## config.mk

```make
export PLATFORM = sky130hd
export DESIGN_NAME = krake_intercon
export DESIGN_NICKNAME = d
export VERILOG_FILES = /design/src/rtl/krake_intercon.sv
export SDC_FILE = /design/constraint.sdc
export NUM_CORES = 1
export LEC_CHECK = 0
export CORE_MARGIN = 5
export CORE_UTILIZATION = 28
export CTS_CLUSTER_DIAMETER = 120
export DETAILED_ROUTE_END_ITERATION = 12
export PLACE_DENSITY = 0.69
export SLEW_MARGIN = 0
export SYNTH_ARGS = -nofsm -noshare
export SYNTH_HDL_FRONTEND = slang
export SYNTH_SLANG_ARGS = --single-unit
```

## constraint.sdc

```tcl
create_clock -name clk_i -period 1.9 [get_ports clk_i]
set_input_delay 0.19 -clock clk_i [delete_from_list [all_inputs] [get_ports clk_i]]
set_output_delay 0.19 -clock clk_i [all_outputs]
set_load 0.005 [all_outputs]
```

## src/rtl/krake_intercon.sv

```systemverilog
// Bus interconnect: krake_bus master to NSLV slaves with one-hot select decode,
// registered response path, unmapped-select error. Optional watchdog: INTERCON_TIMEOUT_EN.
module krake_intercon #(
  parameter int NSLV    = 12,
  parameter int ADR_W   = 8,
  parameter int SEL_W   = 4,
  parameter int DAT_W   = 8,
  parameter int TIMEOUT = 15
) (
  input  logic                    clk_i,
  input  logic                    rst_i,
  input  logic                    stb_i,
  input  logic                    we_i,
  input  logic [ADR_W-1:0]        adr_i,
  input  logic [DAT_W-1:0]        dat_i,
  output logic [DAT_W-1:0]        dat_o,
  output logic                    ack_o,
  output logic                    err_o,
  output logic [NSLV-1:0]         slv_stb_o,
  output logic                    slv_we_o,
  output logic [ADR_W-SEL_W-1:0]  slv_adr_o,
  output logic [DAT_W-1:0]        slv_dat_o,
  input  logic [NSLV*DAT_W-1:0]   slv_dat_i,
  input  logic [NSLV-1:0]         slv_ack_i
);

  localparam int LADR_W = ADR_W - SEL_W;

  typedef enum logic [1:0] {
    S_IDLE   = 2'd0,
    S_ACTIVE = 2'd1,
    S_RESP   = 2'd2,
    S_HOLD   = 2'd3
  } state_t;

  if (NSLV < 1 || NSLV > 2**SEL_W || SEL_W >= ADR_W || TIMEOUT < 2) begin : g_bad_cfg
    $error("krake_intercon: illegal parameter combination");
  end

  state_t             state_q, state_d;
  logic [NSLV-1:0]    stb_q,   stb_d;
  logic               we_q,    we_d;
  logic [LADR_W-1:0]  adr_q,   adr_d;
  logic [DAT_W-1:0]   wdat_q,  wdat_d;
  logic [DAT_W-1:0]   dat_q,   dat_d;
  logic               ack_q,   ack_d;
  logic               err_q,   err_d;

  // Request decode from the live master address
  logic [SEL_W-1:0]   req_sel;
  logic               req_mapped;
  logic [NSLV-1:0]    req_onehot;

  assign req_sel    = adr_i[ADR_W-1 -: SEL_W];
  assign req_mapped = (32'(req_sel) < NSLV);

  always_comb begin
    req_onehot = '0;
    for (int k = 0; k < NSLV; k++) begin
      req_onehot[k] = (32'(req_sel) == k);
    end
  end

  // Per-slave response gating; stb_q is one-hot, so at most one lane is live
  logic [NSLV-1:0]            lane_hit;
  logic [NSLV-1:0][DAT_W-1:0] lane_dat;

  for (genvar g = 0; g < NSLV; g++) begin : g_lane
    assign lane_hit[g] = stb_q[g] & slv_ack_i[g];
    assign lane_dat[g] = stb_q[g] ? slv_dat_i[g*DAT_W +: DAT_W] : '0;
  end

  logic             sel_hit;
  logic [DAT_W-1:0] sel_rdat;

  always_comb begin
    sel_hit  = |lane_hit;
    sel_rdat = '0;
    for (int k = 0; k < NSLV; k++) begin
      sel_rdat = sel_rdat | lane_dat[k];
    end
  end

`ifdef INTERCON_TIMEOUT_EN
  localparam int CNT_W = $clog2(TIMEOUT + 1);
  logic [CNT_W-1:0] cnt_q, cnt_d;
  logic             cnt_expired;

  assign cnt_expired = (cnt_q == CNT_W'(TIMEOUT));
`endif

  always_comb begin
    state_d = state_q;
    stb_d   = stb_q;
    we_d    = we_q;
    adr_d   = adr_q;
    wdat_d  = wdat_q;
    dat_d   = dat_q;
    ack_d   = 1'b0;
    err_d   = 1'b0;
`ifdef INTERCON_TIMEOUT_EN
    cnt_d   = cnt_q;
`endif

    unique case (state_q)
      S_IDLE: begin
        if (stb_i) begin
          we_d   = we_i;
          adr_d  = adr_i[LADR_W-1:0];
          wdat_d = dat_i;
          if (req_mapped) begin
            stb_d   = req_onehot;
            state_d = S_ACTIVE;
`ifdef INTERCON_TIMEOUT_EN
            cnt_d   = '0;
`endif
          end else begin
            err_d   = 1'b1;
            dat_d   = '1;
            state_d = S_RESP;
          end
        end
      end

      S_ACTIVE: begin
        if (!stb_i) begin
          // Master abort: drop the strobe silently
          stb_d   = '0;
          state_d = S_IDLE;
        end else if (sel_hit) begin
          ack_d   = 1'b1;
          dat_d   = sel_rdat;
          stb_d   = '0;
          state_d = S_RESP;
        end
`ifdef INTERCON_TIMEOUT_EN
        else if (cnt_expired) begin
          err_d   = 1'b1;
          dat_d   = '1;
          stb_d   = '0;
          state_d = S_RESP;
        end else begin
          cnt_d = cnt_q + CNT_W'(1);
        end
`endif
      end

      S_RESP: begin
        state_d = S_HOLD;
      end

      S_HOLD: begin
        // A strobe still held from the finished transfer must not re-issue it
        if (!stb_i) state_d = S_IDLE;
      end

      default: begin
        stb_d   = '0;
        state_d = S_IDLE;
      end
    endcase
  end

  always_ff @(posedge clk_i) begin
    if (!rst_i) begin
      state_q <= S_IDLE;
      stb_q   <= '0;
      we_q    <= 1'b0;
      adr_q   <= '0;
      wdat_q  <= '0;
      dat_q   <= '0;
      ack_q   <= 1'b0;
      err_q   <= 1'b0;
    end else begin
      state_q <= state_d;
      stb_q   <= stb_d;
      we_q    <= we_d;
      adr_q   <= adr_d;
      wdat_q  <= wdat_d;
      dat_q   <= dat_d;
      ack_q   <= ack_d;
      err_q   <= err_d;
    end
  end

`ifdef INTERCON_TIMEOUT_EN
  always_ff @(posedge clk_i) begin
    if (!rst_i) cnt_q <= '0;
    else        cnt_q <= cnt_d;
  end
`endif

  assign dat_o     = dat_q;
  assign ack_o     = ack_q;
  assign err_o     = err_q;
  assign slv_stb_o = stb_q;
  assign slv_we_o  = we_q;
  assign slv_adr_o = adr_q;
  assign slv_dat_o = wdat_q;

endmodule

```

======== Word level (Yosys, flattened, before mapping) ========
Index checks and enable logic that the tools add are counted.
word-level totals
  register bits after elaboration ......... 37
  bits in latches ......................... 0
  memory bits (writable) .................. 0
  memory bits (read-only) ................. 0
  bits of input ports ..................... 128
  output and inout port bits .............. 35
  logic and storage cells ................. 93
  memories kept ........................... 0
operators by class
  add/subtract/negate cells ............... 0
  $mul .................................... 0
  div/mod/pow operators ................... 0
  order comparisons ....................... 1
  equal/unequal tests ..................... 21
  shifts and indexed selects .............. 0
  muxes and demuxes ....................... 30
  bitwise operators ....................... 23
  reduce and logical (&&, ||, !) cells .... 10
operator list
  operator            count
  $mux 8              16
  $or 8x8->8          11
  $mux 12             4
  $pmux 12 s2         1
  $eq 4x3->1 const B  4
  $eq 4x4->1 const B  4
  $pmux 8 s2          1
  $and 1x1->1         12
  $ne 2x2->1 const B  6
  $reduce_or 12->1    1
  $mux 2              5
  $reduce_and 3->1    3
  $eq 4x2->1 const B  2
  $pmux 2 s4          1
  $reduce_and 5->1    1
  $eq 2x2->1 const B  2
  $eq 4x1->1 const B  1
  $logic_not 4->1     1
  $lt 4x4->1 const B  1
  $reduce_and 4->1    1
  $ne 3x3->1 const B  1
  $eq 2x1->1 const B  1
  $logic_not 2->1     1
  $mux 1              2
  other kinds (2)     2

======== Depth between registers and ports, before layout ========
  depth after elaboration ................. 15
  gate-level depth with buffers ........... 7

======== Worst setup path before layout ========
Ideal clock, no wire load.
  path type ............................... flip-flop to flip-flop
  start point ............................. register stb_q[2], in the netlist slv_stb_o[2]
  end point ............................... register dat_q[0], in the netlist dat_o[0]
  library setup time ...................... 0.119 ns
  arrival time ............................ 1.482 ns
  setup slack ............................. 0.299 ns
  stages on the path, launching flop included .. 7
  cell sequence ........................... dfxtp_1 buf_4 a22o_1 a221oi_2 and4_4 a211oi_4 o221a_2
between the ends
  longest elaborated chain between the ends .. 14
  elaborated cells on any way between the ends .. 18
  those cells by class .................... eq/ne: 1; mux: 4; bitwise: 11; reduce/logical: 2
RTL lines
  item                       RTL line  source
  start, declared            41        logic [NSLV-1:0] stb_q, stb_d;
  start signal, assigned     176       stb_q <= stb_d;
  $mux 8                     70        assign lane_dat[g] = stb_q[g] ? slv_dat_i[g*DAT_W +: DAT_W] : '0;
  $or 8x8->8 (10 in series)  80        sel_rdat = sel_rdat | lane_dat[k];
  $mux 8                     130       end else if (sel_hit) begin
  $mux 8                     126       if (!stb_i) begin
  $pmux 8 s2                 105       unique case (state_q)
  end signal, assigned       180       dat_q <= dat_d;
  end, declared              45        logic [DAT_W-1:0] dat_q, dat_d;
Parallel ways exist; a longest one is shown, timed or not. The select of a mux whose other input is x is not followed.
A chain may end at the register's enable or synchronous reset.

======== Worst setup path in the final report ========
  start point ............................. register stb_q[3], in the netlist slv_stb_o[3]
  end point ............................... register dat_q[3], in the netlist dat_o[3]
between the ends
  longest elaborated chain between the ends .. 13
  elaborated cells on any way between the ends .. 17
  those cells by class .................... eq/ne: 1; mux: 4; bitwise: 10; reduce/logical: 2
RTL lines
  item                      RTL line
  $mux 8                    70
  $or 8x8->8 (9 in series)  80
  $mux 8                    130
  $mux 8                    126
  $pmux 8 s2                105
Parallel ways exist; a longest one is shown, timed or not. The select of a mux whose other input is x is not followed.

==> results.tsv <==
stage	metric	value	unit
drt	Antenna Nets Post-Route	0	
clocking	Skew-Pair Late Insertion Delay	280	ps
grt	largest net degree at the start of global routing	17	
critical_path	crit-path max FO	10	
synth	synthesized cell area	2140	µm²
pwr	Max VDD drop	0.473	mV
placed_design	Detailed Place HPWL	8160	µm
run	max-cap viol count	0	
die	# IOs	163	
critical_path	CP startpoint kind	flop	
die	core area	7370	µm²
synth	top-area cell type share of the netlist area	34.6	%
drt	DR vias	2664	
drt	DRC viols	0	
placed_design	RePlAce Congestion	0.888	
pwr	pwr dens	573	nW/µm²
synth	register area share after synthesis	34.6	%
cells_and_area	final instance area	4010	µm²
clocking	Setup Buffers After CTS	0	
clocking	root buffer cell	clkbuf_8	
synth	Synth Register Bits	37	
cells_and_area	Layout area overhead	87.3	%
clocking	CTS tree	built	
sta	slew at the pin closest to its max-slew limit	545	ps
synth	post-synth net total	366	
cells_and_area	Final nets	537	
clocking	clk slew on worst S/H paths	70	ps
critical_path	Slowest-stage cell, CP	dfxtp_1	
grt	initial antenna violation count	0	
pwr	sw frac	23.7	%
drt	first-pass iteration count of the detailed router	5	
synth	synthesized area per cell	9.00	µm²
grt	first-pass GRT wire length	16100	µm
grt	total grt overflow	0	
sta	setup slack after layout	110	ps
sta	RSZ-0062 raised after global routing	false	
sta	# setup viols final	0	
die	Die ar.	9500	µm²
clocking	CTS resizes	0	
synth	Distinct cells, synth	31	
sta	Max Slew Vio Count	0	
sta	final worst-path cycle share	94.2	%
cells_and_area	antenna cells	0	
cells_and_area	Layout fillers	683	
clocking	htree depth	2	
drt	final wirelength	10400	µm
pwr	Int Pwr	1.75	mW
sta	Slew Limit Headroom	63.6	%
placed_design	PortBufs	162	
cells_and_area	Finished Layout Cells	509	
synth	largest cells by area after synthesis	dfxtp_1, nand2_1, a22o_1, a221oi_1, a22oi_1	
die	Die W	97.5	µm
critical_path	WP data required	2130	ps
clocking	Max clock buf depth	2	
clocking	Sink Count	37	
clocking	Num CTS Buffers	5	
pwr	Total Power	2.30	mW
critical_path	family with the most delay on the worst path	compound AO/OA/AOI/OAI gates	
synth	Synth Instances	238	
cells_and_area	share of layout cells above drive strength 1	11.5	%
pwr	Comb power frac	28.1	%
die	Core Rows	31	
grt	vias in the first global route	2714	
die	Die H	97.5	µm
drt	Via density	5.23	
sta	FMAX	0.559	GHz
synth	Synth area leader	dfxtp_1	
critical_path	CP Data Arrival Time	2020	ps
pwr	Flop pwr share	36.9	%
die	initial core utilization	29.1	%
outcome	status	completed	
sta	Hold Fails Final Rpt	0	
worst_hold_path	HP Class	in -> reg	
placed_design	post-place instance area	3880	µm²
critical_path	Crit Path Class	reg -> reg	
clocking	hold_buf cts	0	
pwr	Clock power frac	35.0	%
critical_path	crit end category	flop	
drt	DR iter-0 viols	137	
drt	post-DR wirelength/cell	20.4	µm
synth	yosys warns	0	
sta	Min Hold Slack	448	ps
placed_design	Place WS	-2.29	ps
critical_path	crit-path cells	a22oi_1 -> and4_4 -> a211oi_4 -> o221a_2	
pwr	Lkg Pwr	1.51	nW
critical_path	Max stage delay on crit path	610	ps
sta	skew final	4.41	ps
pwr	NetSw	0.544	mW
critical_path	CP bufs+invs	0	
placed_design	DP Cell Count	501	
grt	Total GRT Usage	21.3	%
sta	fin crit period	1790	ps
==> logic make-up after synthesis <==
family,after synthesis,synth area share (%)
multiplexers,12,5.61
AO/OA/AOI/OAI,84,32.1
buffers and inverters,24,9.81
AND/OR/NAND/NOR,81,17.9
flip-flops,37,34.6
==> registers in the layout, indices dropped and copies added (netlist names) <==
signal,cells
slv_stb_o,12
dat_o,8
slv_dat_o,8
slv_adr_o,4
state_q,2
ack_o,1
err_o,1
slv_we_o,1
==> worst reg2reg max path: stages, from the launching register on <==
cell	delay, ps
dfxtp_1	610
a22oi_1	220
and4_4	240
a211oi_4	420
o221a_2	250
==> per-stage QoR <==
stage / util, % / TNS [ps]
2_1_floorplan: - / 0
4_1_cts: 54.4 / 0
6_report: 54.4 / 0
5_1_grt: 54.4 / 0
3_5_place_dp: 52.6 / -2.72
3_3_place_gp: 52.6 / 0
==> Yosys cell counts <==
cell type	count
nand2_1	45
dfxtp_1	37
a22oi_1	18
a22o_1	17
a221oi_1	16
a21oi_1	15
nand4_1	14
mux2i_1	12
nor2_1	8
o221a_2	8
clkbuf_1	7
clkbuf_8	6
nand3_1	6
buf_2	3
buf_6	3
nor2b_1	3
o21ai_0	3
a221oi_2	2
inv_1	2
nand2b_1	2
a211oi_4	1
a22o_2	1
a31oi_1	1
and4_4	1
buf_4	1
bufbuf_16	1
clkbuf_2	1
nand3b_4	1
nor3_1	1
o21a_1	1
o21ai_2	1
==> cells in the final DEF, fill, tap and decap left out <==
cell type          n
a211oi_4           1
a21oi_1           15
a221oi_1          16
a221oi_2           2
a22o_1            17
a22o_2             1
a22oi_1           18
a31oi_1            1
and4_4             1
buf_12             1
buf_4             23
bufinv_16          2
clkbuf_8           5
clkdlybuf4s50_1  162
clkinv_2           1
dfxtp_1           37
inv_1              2
mux2i_1           12
nand2_1           45
nand2b_1           2
nand3_1            6
nand3b_4           1
nand4_1           14
nor2_1             8
nor2b_1            3
nor3_1             1
o21a_1             1
o21ai_0            3
o21ai_2            1
o221a_2            8
==> final timing paths <==
kind	start	slack [ps]	end	cells after the start
worst max-delay path	slv_stb_o[3]	110	dat_o[3]	4
worst min-delay path	dat_i[1]	450	slv_dat_o[1]	3
worst max register to register	slv_stb_o[3]	110	dat_o[3]	4
worst min register to register	slv_dat_o[3]	460	slv_dat_o[3]	2
==> metal layers <==
layer	track usage (%)	share of wire, %	vias up
met1	26.5	41	1241
met2	37.0	49	148
met5	0	0	-
li1	-	-	1266
met4	3.51	0.87	0
met3	6.25	8.6	9
==> final cells by class <==
cell class | count | area [µm²] | share of cell area (%)
timing repair buffer | 186 | 1810 | 45.2
multi-input combinational | 177 | 1190 | 29.7
sequential | 37 | 741 | 18.5
tap | 99 | 124 | 3.09
clock buffer | 5 | 68.8 | 1.72
clock inverter | 3 | 65.1 | 1.62
inverter | 2 | 7.51 | 0.187
==> power groups by stage <==
stage          registers (mW)  logic [mW]  clock network (mW)
4_1_cts                 0.848       0.645               0.814
3_3_place_gp            0.866       0.632                   0
3_5_place_dp            0.867       0.639                   0
2_1_floorplan           0.862       0.217                   0
5_1_grt                 0.853       0.684               0.847
6_report                0.848       0.645               0.805
(Power assumes the default switching activity.)
